## src/rtl/vga_timing_pkg.sv

```systemverilog
// Shared types and constants for the VGA raster timing generator.
//   - Default 640x480@60 timing (800x525 total)
//   - 24-bit colours for the eight colour bars
//   - pattern_sel encoding
package vga_timing_pkg;

  localparam int unsigned CNT_W = 12;

  localparam int unsigned DEF_H_ACTIVE = 640;
  localparam int unsigned DEF_H_FP     = 16;
  localparam int unsigned DEF_H_SYNC   = 96;
  localparam int unsigned DEF_H_BP     = 48;
  localparam int unsigned DEF_V_ACTIVE = 480;
  localparam int unsigned DEF_V_FP     = 10;
  localparam int unsigned DEF_V_SYNC   = 2;
  localparam int unsigned DEF_V_BP     = 33;

  typedef struct packed {
    logic [7:0] r;
    logic [7:0] g;
    logic [7:0] b;
  } rgb_t;

  localparam rgb_t COL_WHITE   = 24'hFFFFFF;
  localparam rgb_t COL_YELLOW  = 24'hFFFF00;
  localparam rgb_t COL_CYAN    = 24'h00FFFF;
  localparam rgb_t COL_GREEN   = 24'h00FF00;
  localparam rgb_t COL_MAGENTA = 24'hFF00FF;
  localparam rgb_t COL_RED     = 24'hFF0000;
  localparam rgb_t COL_BLUE    = 24'h0000FF;
  localparam rgb_t COL_BLACK   = 24'h000000;

  typedef enum logic [1:0] {
    PAT_BARS  = 2'd0,
    PAT_CHECK = 2'd1,
    PAT_RAMP  = 2'd2,
    PAT_WHITE = 2'd3
  } pat_e;

  // Colour of bar idx, left to right.
  function automatic rgb_t bar_colour(input logic [2:0] idx);
    case (idx)
      3'd0:    return COL_WHITE;
      3'd1:    return COL_YELLOW;
      3'd2:    return COL_CYAN;
      3'd3:    return COL_GREEN;
      3'd4:    return COL_MAGENTA;
      3'd5:    return COL_RED;
      3'd6:    return COL_BLUE;
      default: return COL_BLACK;
    endcase
  endfunction

endpackage

```

## src/rtl/vga_timing_gen_if.sv

```systemverilog
// VGA video bus between the timing generator and the DVI transmitter.
//   master: drives VGA_r/g/b, VGA_hs, VGA_vs, VGA_de, frame_start, pix_x, pix_y;
//           receives pattern_sel
//   slave : the opposite direction
interface vga_timing_gen_if;
  import vga_timing_pkg::*;

  logic [1:0]       pattern_sel;
  logic [7:0]       VGA_r;
  logic [7:0]       VGA_g;
  logic [7:0]       VGA_b;
  logic             VGA_hs;
  logic             VGA_vs;
  logic             VGA_de;
  logic             frame_start;
  logic [CNT_W-1:0] pix_x;
  logic [CNT_W-1:0] pix_y;

  modport master (
    input  pattern_sel,
    output VGA_r, VGA_g, VGA_b, VGA_hs, VGA_vs, VGA_de, frame_start, pix_x, pix_y
  );

  modport slave (
    output pattern_sel,
    input  VGA_r, VGA_g, VGA_b, VGA_hs, VGA_vs, VGA_de, frame_start, pix_x, pix_y
  );

endinterface

```

## src/rtl/vga_pattern_gen.sv

```systemverilog
// Test-pattern generator. Produces the combinational colour for the pixel at
// (i_h_cnt, i_v_cnt), already blanked to black outside the active region.
//   i_clk, i_rst_n : pixel clock, synchronous active-low reset
//   i_h_cnt/i_v_cnt: stage-0 raster counters
//   i_pat          : pattern in effect for this frame
//   o_rgb_c        : combinational colour
module vga_pattern_gen
  import vga_timing_pkg::*;
#(
  parameter int unsigned H_ACTIVE   = DEF_H_ACTIVE,
  parameter int unsigned V_ACTIVE   = DEF_V_ACTIVE,
  parameter int unsigned H_TOTAL    = 800,
  parameter int unsigned CHECK_LOG2 = 5
) (
  input  logic             i_clk,
  input  logic             i_rst_n,
  input  logic [CNT_W-1:0] i_h_cnt,
  input  logic [CNT_W-1:0] i_v_cnt,
  input  pat_e             i_pat,
  output rgb_t             o_rgb_c
);

  localparam int unsigned BW = H_ACTIVE / 8;

  logic [CNT_W-1:0] r_bar_pos;
  logic [2:0]       r_bar_idx;
  logic             w_h_last;
  logic             w_active;

  assign w_h_last = (i_h_cnt == CNT_W'(H_TOTAL - 1));
  assign w_active = (i_h_cnt < CNT_W'(H_ACTIVE)) && (i_v_cnt < CNT_W'(V_ACTIVE));

  // Bar tracker: zero whenever h_cnt is zero; idx saturates to absorb remainder pixels.
  always_ff @(posedge i_clk) begin
    if (!i_rst_n || w_h_last) begin
      r_bar_pos <= '0;
      r_bar_idx <= '0;
    end else if (r_bar_pos == CNT_W'(BW - 1)) begin
      r_bar_pos <= '0;
      if (r_bar_idx != 3'd7) r_bar_idx <= r_bar_idx + 3'd1;
    end else begin
      r_bar_pos <= r_bar_pos + CNT_W'(1);
    end
  end

  // Pattern select and blanking.
  always_comb begin
    o_rgb_c = COL_BLACK;
    if (w_active) begin
      case (i_pat)
        PAT_BARS:  o_rgb_c = bar_colour(r_bar_idx);
        PAT_CHECK: o_rgb_c = (i_h_cnt[CHECK_LOG2] ^ i_v_cnt[CHECK_LOG2]) ? COL_WHITE : COL_BLACK;
        PAT_RAMP:  o_rgb_c = rgb_t'({3{i_h_cnt[7:0]}});
        PAT_WHITE: o_rgb_c = COL_WHITE;
        default:   o_rgb_c = COL_BLACK;
      endcase
    end
  end

endmodule

```

## src/rtl/vga_timing_gen.sv

```systemverilog
// VGA raster timing generator with built-in test patterns.
//   p_clk : pixel clock
//   arstn : synchronous active-low reset
//   vga   : master side of the video bus (pattern_sel in; RGB, syncs,
//           data enable, frame_start, pix_x/pix_y out, all registered)
module vga_timing_gen
  import vga_timing_pkg::*;
#(
  parameter int unsigned H_ACTIVE   = DEF_H_ACTIVE,
  parameter int unsigned H_FP       = DEF_H_FP,
  parameter int unsigned H_SYNC     = DEF_H_SYNC,
  parameter int unsigned H_BP       = DEF_H_BP,
  parameter int unsigned V_ACTIVE   = DEF_V_ACTIVE,
  parameter int unsigned V_FP       = DEF_V_FP,
  parameter int unsigned V_SYNC     = DEF_V_SYNC,
  parameter int unsigned V_BP       = DEF_V_BP,
  parameter bit          HS_POL     = 1'b0,
  parameter bit          VS_POL     = 1'b0,
  parameter int unsigned CHECK_LOG2 = 5
) (
  input  logic               p_clk,
  input  logic               arstn,
  vga_timing_gen_if.master   vga
);

  localparam int unsigned H_TOTAL  = H_ACTIVE + H_FP + H_SYNC + H_BP;
  localparam int unsigned V_TOTAL  = V_ACTIVE + V_FP + V_SYNC + V_BP;
  localparam int unsigned HS_START = H_ACTIVE + H_FP;
  localparam int unsigned HS_END   = HS_START + H_SYNC;
  localparam int unsigned VS_START = V_ACTIVE + V_FP;
  localparam int unsigned VS_END   = VS_START + V_SYNC;

  logic [CNT_W-1:0] r_h_cnt;
  logic [CNT_W-1:0] r_v_cnt;
  pat_e             r_pat_q;
  rgb_t             r_rgb;
  logic             r_hs;
  logic             r_vs;
  logic             r_de;
  logic             r_fs;
  logic [CNT_W-1:0] r_pix_x;
  logic [CNT_W-1:0] r_pix_y;

  logic             w_h_last;
  logic             w_v_last;
  logic             w_frame0;
  logic             w_de;
  logic             w_hs_act;
  logic             w_vs_act;
  pat_e             w_pat;
  rgb_t             w_rgb;

  assign w_h_last = (r_h_cnt == CNT_W'(H_TOTAL - 1));
  assign w_v_last = (r_v_cnt == CNT_W'(V_TOTAL - 1));
  assign w_frame0 = (r_h_cnt == '0) && (r_v_cnt == '0);
  assign w_de     = (r_h_cnt < CNT_W'(H_ACTIVE)) && (r_v_cnt < CNT_W'(V_ACTIVE));
  assign w_hs_act = (r_h_cnt >= CNT_W'(HS_START)) && (r_h_cnt < CNT_W'(HS_END));
  assign w_vs_act = (r_v_cnt >= CNT_W'(VS_START)) && (r_v_cnt < CNT_W'(VS_END));

  // On the frame-start cycle the incoming selection is used directly so that
  // pixel (0,0) already belongs to the new frame's pattern.
  assign w_pat = w_frame0 ? pat_e'(vga.pattern_sel) : r_pat_q;

  // Stage 0: raster counters.
  always_ff @(posedge p_clk) begin
    if (!arstn) begin
      r_h_cnt <= '0;
      r_v_cnt <= '0;
    end else if (w_h_last) begin
      r_h_cnt <= '0;
      r_v_cnt <= w_v_last ? '0 : r_v_cnt + CNT_W'(1);
    end else begin
      r_h_cnt <= r_h_cnt + CNT_W'(1);
    end
  end

  // Pattern is held for a whole frame to avoid tearing.
  always_ff @(posedge p_clk) begin
    if (!arstn)        r_pat_q <= PAT_BARS;
    else if (w_frame0) r_pat_q <= w_pat;
  end

  vga_pattern_gen #(
    .H_ACTIVE   (H_ACTIVE),
    .V_ACTIVE   (V_ACTIVE),
    .H_TOTAL    (H_TOTAL),
    .CHECK_LOG2 (CHECK_LOG2)
  ) u_pattern (
    .i_clk   (p_clk),
    .i_rst_n (arstn),
    .i_h_cnt (r_h_cnt),
    .i_v_cnt (r_v_cnt),
    .i_pat   (w_pat),
    .o_rgb_c (w_rgb)
  );

  // Stage 1: every output registered, one cycle behind the counters.
  always_ff @(posedge p_clk) begin
    if (!arstn) begin
      r_rgb   <= COL_BLACK;
      r_hs    <= ~HS_POL;
      r_vs    <= ~VS_POL;
      r_de    <= 1'b0;
      r_fs    <= 1'b0;
      r_pix_x <= '0;
      r_pix_y <= '0;
    end else begin
      r_rgb   <= w_rgb;
      r_hs    <= w_hs_act ? HS_POL : ~HS_POL;
      r_vs    <= w_vs_act ? VS_POL : ~VS_POL;
      r_de    <= w_de;
      r_fs    <= w_frame0;
      r_pix_x <= r_h_cnt;
      r_pix_y <= r_v_cnt;
    end
  end

  assign vga.VGA_r       = r_rgb.r;
  assign vga.VGA_g       = r_rgb.g;
  assign vga.VGA_b       = r_rgb.b;
  assign vga.VGA_hs      = r_hs;
  assign vga.VGA_vs      = r_vs;
  assign vga.VGA_de      = r_de;
  assign vga.frame_start = r_fs;
  assign vga.pix_x       = r_pix_x;
  assign vga.pix_y       = r_pix_y;

endmodule

```

## src/flat_wrapper.sv

```systemverilog
// flat-port wrapper written by rule: the top's interface ports become plain ports
module vga_timing_gen_flat import vga_timing_pkg::*;
#(
  parameter int unsigned H_ACTIVE   = DEF_H_ACTIVE,
  parameter int unsigned H_FP       = DEF_H_FP,
  parameter int unsigned H_SYNC     = DEF_H_SYNC,
  parameter int unsigned H_BP       = DEF_H_BP,
  parameter int unsigned V_ACTIVE   = DEF_V_ACTIVE,
  parameter int unsigned V_FP       = DEF_V_FP,
  parameter int unsigned V_SYNC     = DEF_V_SYNC,
  parameter int unsigned V_BP       = DEF_V_BP,
  parameter bit          HS_POL     = 1'b0,
  parameter bit          VS_POL     = 1'b0,
  parameter int unsigned CHECK_LOG2 = 5
)
  (p_clk, arstn, vga_pattern_sel, vga_VGA_r, vga_VGA_g, vga_VGA_b, vga_VGA_hs, vga_VGA_vs, vga_VGA_de, vga_frame_start, vga_pix_x, vga_pix_y);
  vga_timing_gen_if vga_i ();
  input  logic p_clk;
  input  logic arstn;
  input wire logic [$bits(vga_i.pattern_sel)-1:0] vga_pattern_sel;
  output wire logic [$bits(vga_i.VGA_r)-1:0] vga_VGA_r;
  output wire logic [$bits(vga_i.VGA_g)-1:0] vga_VGA_g;
  output wire logic [$bits(vga_i.VGA_b)-1:0] vga_VGA_b;
  output wire logic [$bits(vga_i.VGA_hs)-1:0] vga_VGA_hs;
  output wire logic [$bits(vga_i.VGA_vs)-1:0] vga_VGA_vs;
  output wire logic [$bits(vga_i.VGA_de)-1:0] vga_VGA_de;
  output wire logic [$bits(vga_i.frame_start)-1:0] vga_frame_start;
  output wire logic [$bits(vga_i.pix_x)-1:0] vga_pix_x;
  output wire logic [$bits(vga_i.pix_y)-1:0] vga_pix_y;
  assign vga_i.pattern_sel = vga_pattern_sel;
  assign vga_VGA_r = vga_i.VGA_r;
  assign vga_VGA_g = vga_i.VGA_g;
  assign vga_VGA_b = vga_i.VGA_b;
  assign vga_VGA_hs = vga_i.VGA_hs;
  assign vga_VGA_vs = vga_i.VGA_vs;
  assign vga_VGA_de = vga_i.VGA_de;
  assign vga_frame_start = vga_i.frame_start;
  assign vga_pix_x = vga_i.pix_x;
  assign vga_pix_y = vga_i.pix_y;
  vga_timing_gen #(.H_ACTIVE(H_ACTIVE), .H_FP(H_FP), .H_SYNC(H_SYNC), .H_BP(H_BP), .V_ACTIVE(V_ACTIVE), .V_FP(V_FP), .V_SYNC(V_SYNC), .V_BP(V_BP), .HS_POL(HS_POL), .VS_POL(VS_POL), .CHECK_LOG2(CHECK_LOG2)) u_core (.p_clk(p_clk), .arstn(arstn), .vga(vga_i));
endmodule
```

## config.mk

```make
export PLATFORM = sky130hd
export DESIGN_NAME = vga_timing_gen_flat
export DESIGN_NICKNAME = d
export VERILOG_FILES = /design/src/rtl/vga_timing_pkg.sv /design/src/rtl/vga_timing_gen_if.sv /design/src/rtl/vga_pattern_gen.sv /design/src/rtl/vga_timing_gen.sv /design/src/flat_wrapper.sv
export SDC_FILE = /design/constraint.sdc
export NUM_CORES = 1
export LEC_CHECK = 0
export BUFFER_PORTS_ARGS = -buffer_cell sky130_fd_sc_hd__clkbuf_2
export CAP_MARGIN = 20
export CORE_ASPECT_RATIO = 1.25
export CORE_MARGIN = 2
export CORE_UTILIZATION = 40
export DETAILED_ROUTE_END_ITERATION = 7
export SLEW_MARGIN = 20
export SYNTH_ARGS = -nofsm -noshare
export SYNTH_HDL_FRONTEND = slang
export SYNTH_SLANG_ARGS = --single-unit
export TNS_END_PERCENT = 5
```

## constraint.sdc

```tcl
create_clock -name p_clk -period 2.65 [get_ports p_clk]
set_input_delay 0.53 -clock p_clk [delete_from_list [all_inputs] [get_ports p_clk]]
set_output_delay 0.53 -clock p_clk [all_outputs]
set_load 0.01 [all_outputs]
```

==> run_summary.xml <==
<?xml version="1.0" encoding="UTF-8"?>
<metrics>
  <group name="power_and_ir_drop">
    <metric name="power.sequential.fraction" unit="%">55.9</metric>
    <metric name="p_int" unit="W">0.00203</metric>
    <metric name="p_leak" unit="nW">1.72</metric>
    <metric name="comb_power_share" unit="%">9.8</metric>
    <metric name="power.clock.fraction" unit="%">34.3</metric>
    <metric name="power_per_cell_area" unit="nW/um2">630</metric>
    <metric name="max-vdd-ir-drop" unit="mV">0.215</metric>
    <metric name="power_dissipated_by_switching_net_loads" unit="W">0.000637</metric>
    <metric name="netSwitchingFraction" unit="%">23.9</metric>
  </group>
  <group name="critical_path">
    <metric name="path_max_fanout" unit="">10</metric>
    <metric name="regToRegSetupSlack" unit="ns">0.28</metric>
    <metric name="ff2ff_path_depth" unit="">4</metric>
    <metric name="critical_path.reg2reg.startpoint" unit="">u_core.r_h_cnt[6]</metric>
    <metric name="critical_path_data_required_time" unit="ns">2.89</metric>
    <metric name="startpoint_type" unit="">register</metric>
    <metric name="timing.rr.end" unit="">u_core.r_v_cnt[5]</metric>
    <metric name="end_kind" unit="">register</metric>
    <metric name="arrival" unit="ns">2.61</metric>
    <metric name="critPathKind" unit="">register to register</metric>
  </group>
  <group name="floorplan">
    <metric name="floorplan.rows" unit="">38</metric>
    <metric name="core_area" unit="um2">8750</metric>
    <metric name="die_height" unit="um">111</metric>
    <metric name="die-width" unit="um">89.3</metric>
    <metric name="initial_utilization" unit="%">41.6</metric>
    <metric name="ios" unit="">56</metric>
    <metric name="fp.dieArea" unit="um2">9870</metric>
  </group>
  <group name="logic_synthesis">
    <metric name="ys_async_sr_fraction" unit="%">0</metric>
    <metric name="ys_ff_latch" unit="">93</metric>
    <metric name="synth_most_common_cell" unit="">sky130_fd_sc_hd__dfxtp_1</metric>
    <metric name="yosysTopAreaCellShare" unit="%">51.2</metric>
    <metric name="synthCells" unit="">368</metric>
    <metric name="synthDominantAreaCellType" unit="">sky130_fd_sc_hd__dfxtp_1</metric>
    <metric name="synth.distinct_cells" unit="">44</metric>
    <metric name="synth.net_count" unit="">383</metric>
    <metric name="avgSynthCellArea" unit="um2">9.88</metric>
    <metric name="synth.yosys.warnings" unit="">0</metric>
    <metric name="synthesis.area" unit="um2">3640</metric>
    <metric name="post_synth_most_frequent_cells" unit="">93 x sky130_fd_sc_hd__dfxtp_1, 55 x sky130_fd_sc_hd__nor2_1</metric>
    <metric name="dominantRegCellSynth" unit="">sky130_fd_sc_hd__dfxtp_1</metric>
    <metric name="yosys-top-cells-area" unit="">sky130_fd_sc_hd__dfxtp_1 51%, sky130_fd_sc_hd__nor2_1 5.7%, sky130_fd_sc_hd__xnor2_1 4.3%, sky130_fd_sc_hd__ha_1 3.8%, sky130_fd_sc_hd__xor2_1 3.4%</metric>
    <metric name="synth_seq_area_share" unit="%">51.2</metric>
    <metric name="number_of_flops_mapped_to_enable_cells_by_yosys" unit="">0</metric>
  </group>
  <group name="routing">
    <metric name="drt.antenna.violating_nets" unit="">0</metric>
    <metric name="post_drt_wl_per_cell" unit="um">13.0</metric>
    <metric name="detail_route.drc_violations" unit="">0</metric>
    <metric name="drtPass1Iterations" unit="">4</metric>
    <metric name="drt_iter0_markers" unit="">55</metric>
    <metric name="route.vias.total" unit="">2706</metric>
    <metric name="wl" unit="mm">7.18</metric>
    <metric name="post_drt_via_cell_ratio" unit="">4.91</metric>
  </group>
  <group name="grt">
    <metric name="grt-ovfl-total" unit="">0</metric>
    <metric name="groute.usage.overall" unit="%">15.6</metric>
    <metric name="first_pass_grt_wire_length" unit="mm">12.0</metric>
    <metric name="pin_count_of_the_biggest_net_entering_global_routing" unit="">26</metric>
    <metric name="grt_pass1_vias" unit="">2572</metric>
    <metric name="antenna_found_initial" unit="">0</metric>
  </group>
  <group name="clock_tree">
    <metric name="hold_buffers" unit="">0</metric>
    <metric name="cts_buffers" unit="">9</metric>
    <metric name="cts.repair.resized" unit="">0</metric>
    <metric name="clock_sink_count" unit="">93</metric>
    <metric name="clock-root-buffer" unit="">sky130_fd_sc_hd__clkbuf_8</metric>
    <metric name="clock_latency" unit="ns">0.36</metric>
    <metric name="postCtsSetupRepairBufs" unit="">0</metric>
    <metric name="clkTransAtPathRegs" unit="ns">0.08</metric>
    <metric name="tritoncts" unit="">built</metric>
    <metric name="ctsHtreeMaxLevel" unit="">3</metric>
    <metric name="clockBufferDepth" unit="">2</metric>
  </group>
  <group name="timing">
    <metric name="rsz0062_at_grt" unit="">false</metric>
    <metric name="maxClockFrequency" unit="MHz">421</metric>
    <metric name="tightestPinTransition" unit="ns">0.533</metric>
    <metric name="finalMaxSlewViolations" unit="">0</metric>
    <metric name="finalSetupTns" unit="ns">0</metric>
    <metric name="endpoints_failing_hold" unit="">0</metric>
    <metric name="clock_skew" unit="ns">0.00655</metric>
    <metric name="final_worst_path_period_need" unit="ns">2.37</metric>
    <metric name="relative_slew_slack" unit="%">64.2</metric>
    <metric name="setup_slack" unit="ns">0.277</metric>
    <metric name="timing.final.setup_violations" unit="">0</metric>
    <metric name="holdWs" unit="ns">0.468</metric>
    <metric name="period_share" unit="%">89.6</metric>
  </group>
  <group name="layout">
    <metric name="final_net_count" unit="">441</metric>
    <metric name="postLayoutCoreUtil" unit="%">48.4</metric>
    <metric name="regArea" unit="um2">1860</metric>
    <metric name="syn2layout_area_growth" unit="%">16.5</metric>
    <metric name="number_of_standard_cells_in_the_layout_taps_in_and_fillers_out" unit="">551</metric>
    <metric name="drive_above_1_share" unit="%">22.5</metric>
    <metric name="num_antenna_cells" unit="">0</metric>
    <metric name="num-fill-cells" unit="">880</metric>
    <metric name="multi_input_area" unit="um2">1620</metric>
  </group>
  <group name="min_path">
    <metric name="hp-start" unit="">u_core.u_pattern.r_bar_pos[0]</metric>
    <metric name="hold_depth" unit="">1</metric>
    <metric name="holdPathEnd" unit="">u_core.u_pattern.r_bar_pos[0]</metric>
    <metric name="min_delay_path_class" unit="">register to register</metric>
  </group>
  <group name="place">
    <metric name="placed_cells" unit="">535</metric>
    <metric name="finalWeightedCongestion" unit="">0.797</metric>
    <metric name="place_hpwl" unit="mm">5.29</metric>
    <metric name="place_ws" unit="ns">0.251</metric>
    <metric name="numPortBuffers" unit="">55</metric>
  </group>
  <group name="outcome">
    <metric name="outcome" unit="">finished, final reports clean</metric>
  </group>
  <group name="run">
    <metric name="maxCapViolations" unit="">0</metric>
  </group>
</metrics>
==> cell families after synthesis <==
family	count (synthesis)	share of synthesized area (%)
AND/OR/NAND/NOR	159	23.8
flip-flops	93	51.2
AO/OA/AOI/OAI	36	8.12
buffers and inverters	33	4.16
XOR/XNOR	32	7.71
adder cells (fa/ha/maj)	11	3.79
multiplexers	4	1.24
==> worst max-delay path, stage by stage (launching register included) <==
cell,delay (ns)
sky130_fd_sc_hd__dfxtp_1,0.39
sky130_fd_sc_hd__or4_4,0.57
sky130_fd_sc_hd__or4_1,0.74
sky130_fd_sc_hd__o21ai_2,0.45
sky130_fd_sc_hd__nor2_1,0.10
==> metal layers <==
metal	global-route usage, %	vias to the layer above	share of wire [%]
met1	19.2	1252	44
li1	-	1379	-
met4	8.56	0	2.9
met2	25.0	61	49
met3	2.77	14	4.1
met5	0	-	0
==> worst max path at each step <==
stage	slack (ns)	startpoint	endpoint	cells after the start
2_1_floorplan	0.39	u_core.r_h_cnt[5]	u_core.vga.VGA_b[2]	7
3_3_place_gp	0.27	u_core.r_v_cnt[1]	u_core.vga.VGA_g[1]	7
3_5_place_dp	0.25	u_core.r_v_cnt[1]	u_core.vga.VGA_b[0]	7
4_1_cts	0.23	u_core.r_v_cnt[1]	u_core.vga.VGA_b[0]	7
5_1_grt	0.12	u_core.r_h_cnt[6]	u_core.r_v_cnt[10]	4
6_report	0.28	u_core.r_h_cnt[6]	u_core.r_v_cnt[5]	4
==> flip-flops by register name (all words and copies together), names as in the netlist, 2 cells and up <==
name and flops:
u_core.r_h_cnt 12, u_core.r_pat_q 2, u_core.r_v_cnt 12, u_core.u_pattern.r_bar_idx 3
u_core.u_pattern.r_bar_pos 12, u_core.vga.VGA_b 8, u_core.vga.VGA_g 8, u_core.vga.VGA_r 8
u_core.vga.pix_x 12, u_core.vga.pix_y 12
==> placed cells by master, fill, tap and decap left out, types with 2 or more instances in the layout <==
| master | netlist | routed |
|---|---|---|
| sky130_fd_sc_hd__dfxtp_1 | 93 | 93 |
| sky130_fd_sc_hd__nor2_1 | 55 | 55 |
| sky130_fd_sc_hd__clkbuf_2 | 0 | 55 |
| sky130_fd_sc_hd__nand3_1 | 18 | 18 |
| sky130_fd_sc_hd__xnor2_1 | 18 | 18 |
| sky130_fd_sc_hd__and2_1 | 18 | 18 |
| sky130_fd_sc_hd__a31oi_1 | 18 | 18 |
| sky130_fd_sc_hd__nand2_1 | 17 | 17 |
| sky130_fd_sc_hd__xor2_1 | 14 | 14 |
| sky130_fd_sc_hd__inv_1 | 13 | 13 |
| sky130_fd_sc_hd__nand4_1 | 12 | 12 |
| sky130_fd_sc_hd__ha_1 | 11 | 11 |
| sky130_fd_sc_hd__buf_4 | 0 | 11 |
| sky130_fd_sc_hd__and3_1 | 10 | 10 |
| sky130_fd_sc_hd__clkbuf_8 | 0 | 10 |
| sky130_fd_sc_hd__nor4_1 | 5 | 5 |
| sky130_fd_sc_hd__nor3_1 | 5 | 5 |
| sky130_fd_sc_hd__a41oi_1 | 4 | 4 |
| sky130_fd_sc_hd__clkinv_2 | 0 | 4 |
| sky130_fd_sc_hd__nor4b_1 | 3 | 3 |
| sky130_fd_sc_hd__mux2i_1 | 3 | 3 |
| sky130_fd_sc_hd__o21ai_0 | 3 | 3 |
| sky130_fd_sc_hd__nor3_2 | 3 | 3 |
| sky130_fd_sc_hd__or4_1 | 2 | 2 |
| sky130_fd_sc_hd__a21oi_1 | 2 | 2 |
| sky130_fd_sc_hd__nand3b_1 | 2 | 2 |
| sky130_fd_sc_hd__a41oi_2 | 2 | 2 |
==> layout make-up <==
cell class	instances	area share, %
Clock inverter	5	1.18
Tap cell	120	3.54
Timing Repair Buffer	66	8.45
Multi-Input combinational cell	242	38.3
Sequential cell	93	43.9
Clock buffer	11	3.34
Inverter	14	1.24
==> per-stage QoR <==
| step | cell area [um2] | total power (W) |
|---|---|---|
| floorplan | 3640 | 0.00169 |
| global placement | 4050 | 0.00179 |
| detailed placement | 4050 | 0.00179 |
| CTS | 4240 | 0.00270 |
| global route | 4240 | 0.00279 |
| finish | 4240 | 0.00267 |
==> power groups by stage <==
stage               Clock, W  Sequential (W)  Combinational [W]
detailed placement         0         0.00153           0.000267
global route        0.000999         0.00150           0.000294
floorplan                  0         0.00155           0.000144
finish              0.000914         0.00149           0.000262
CTS                 0.000941         0.00149           0.000267
global placement           0         0.00152           0.000263
Note: power is estimated with default switching activity, not from simulation.
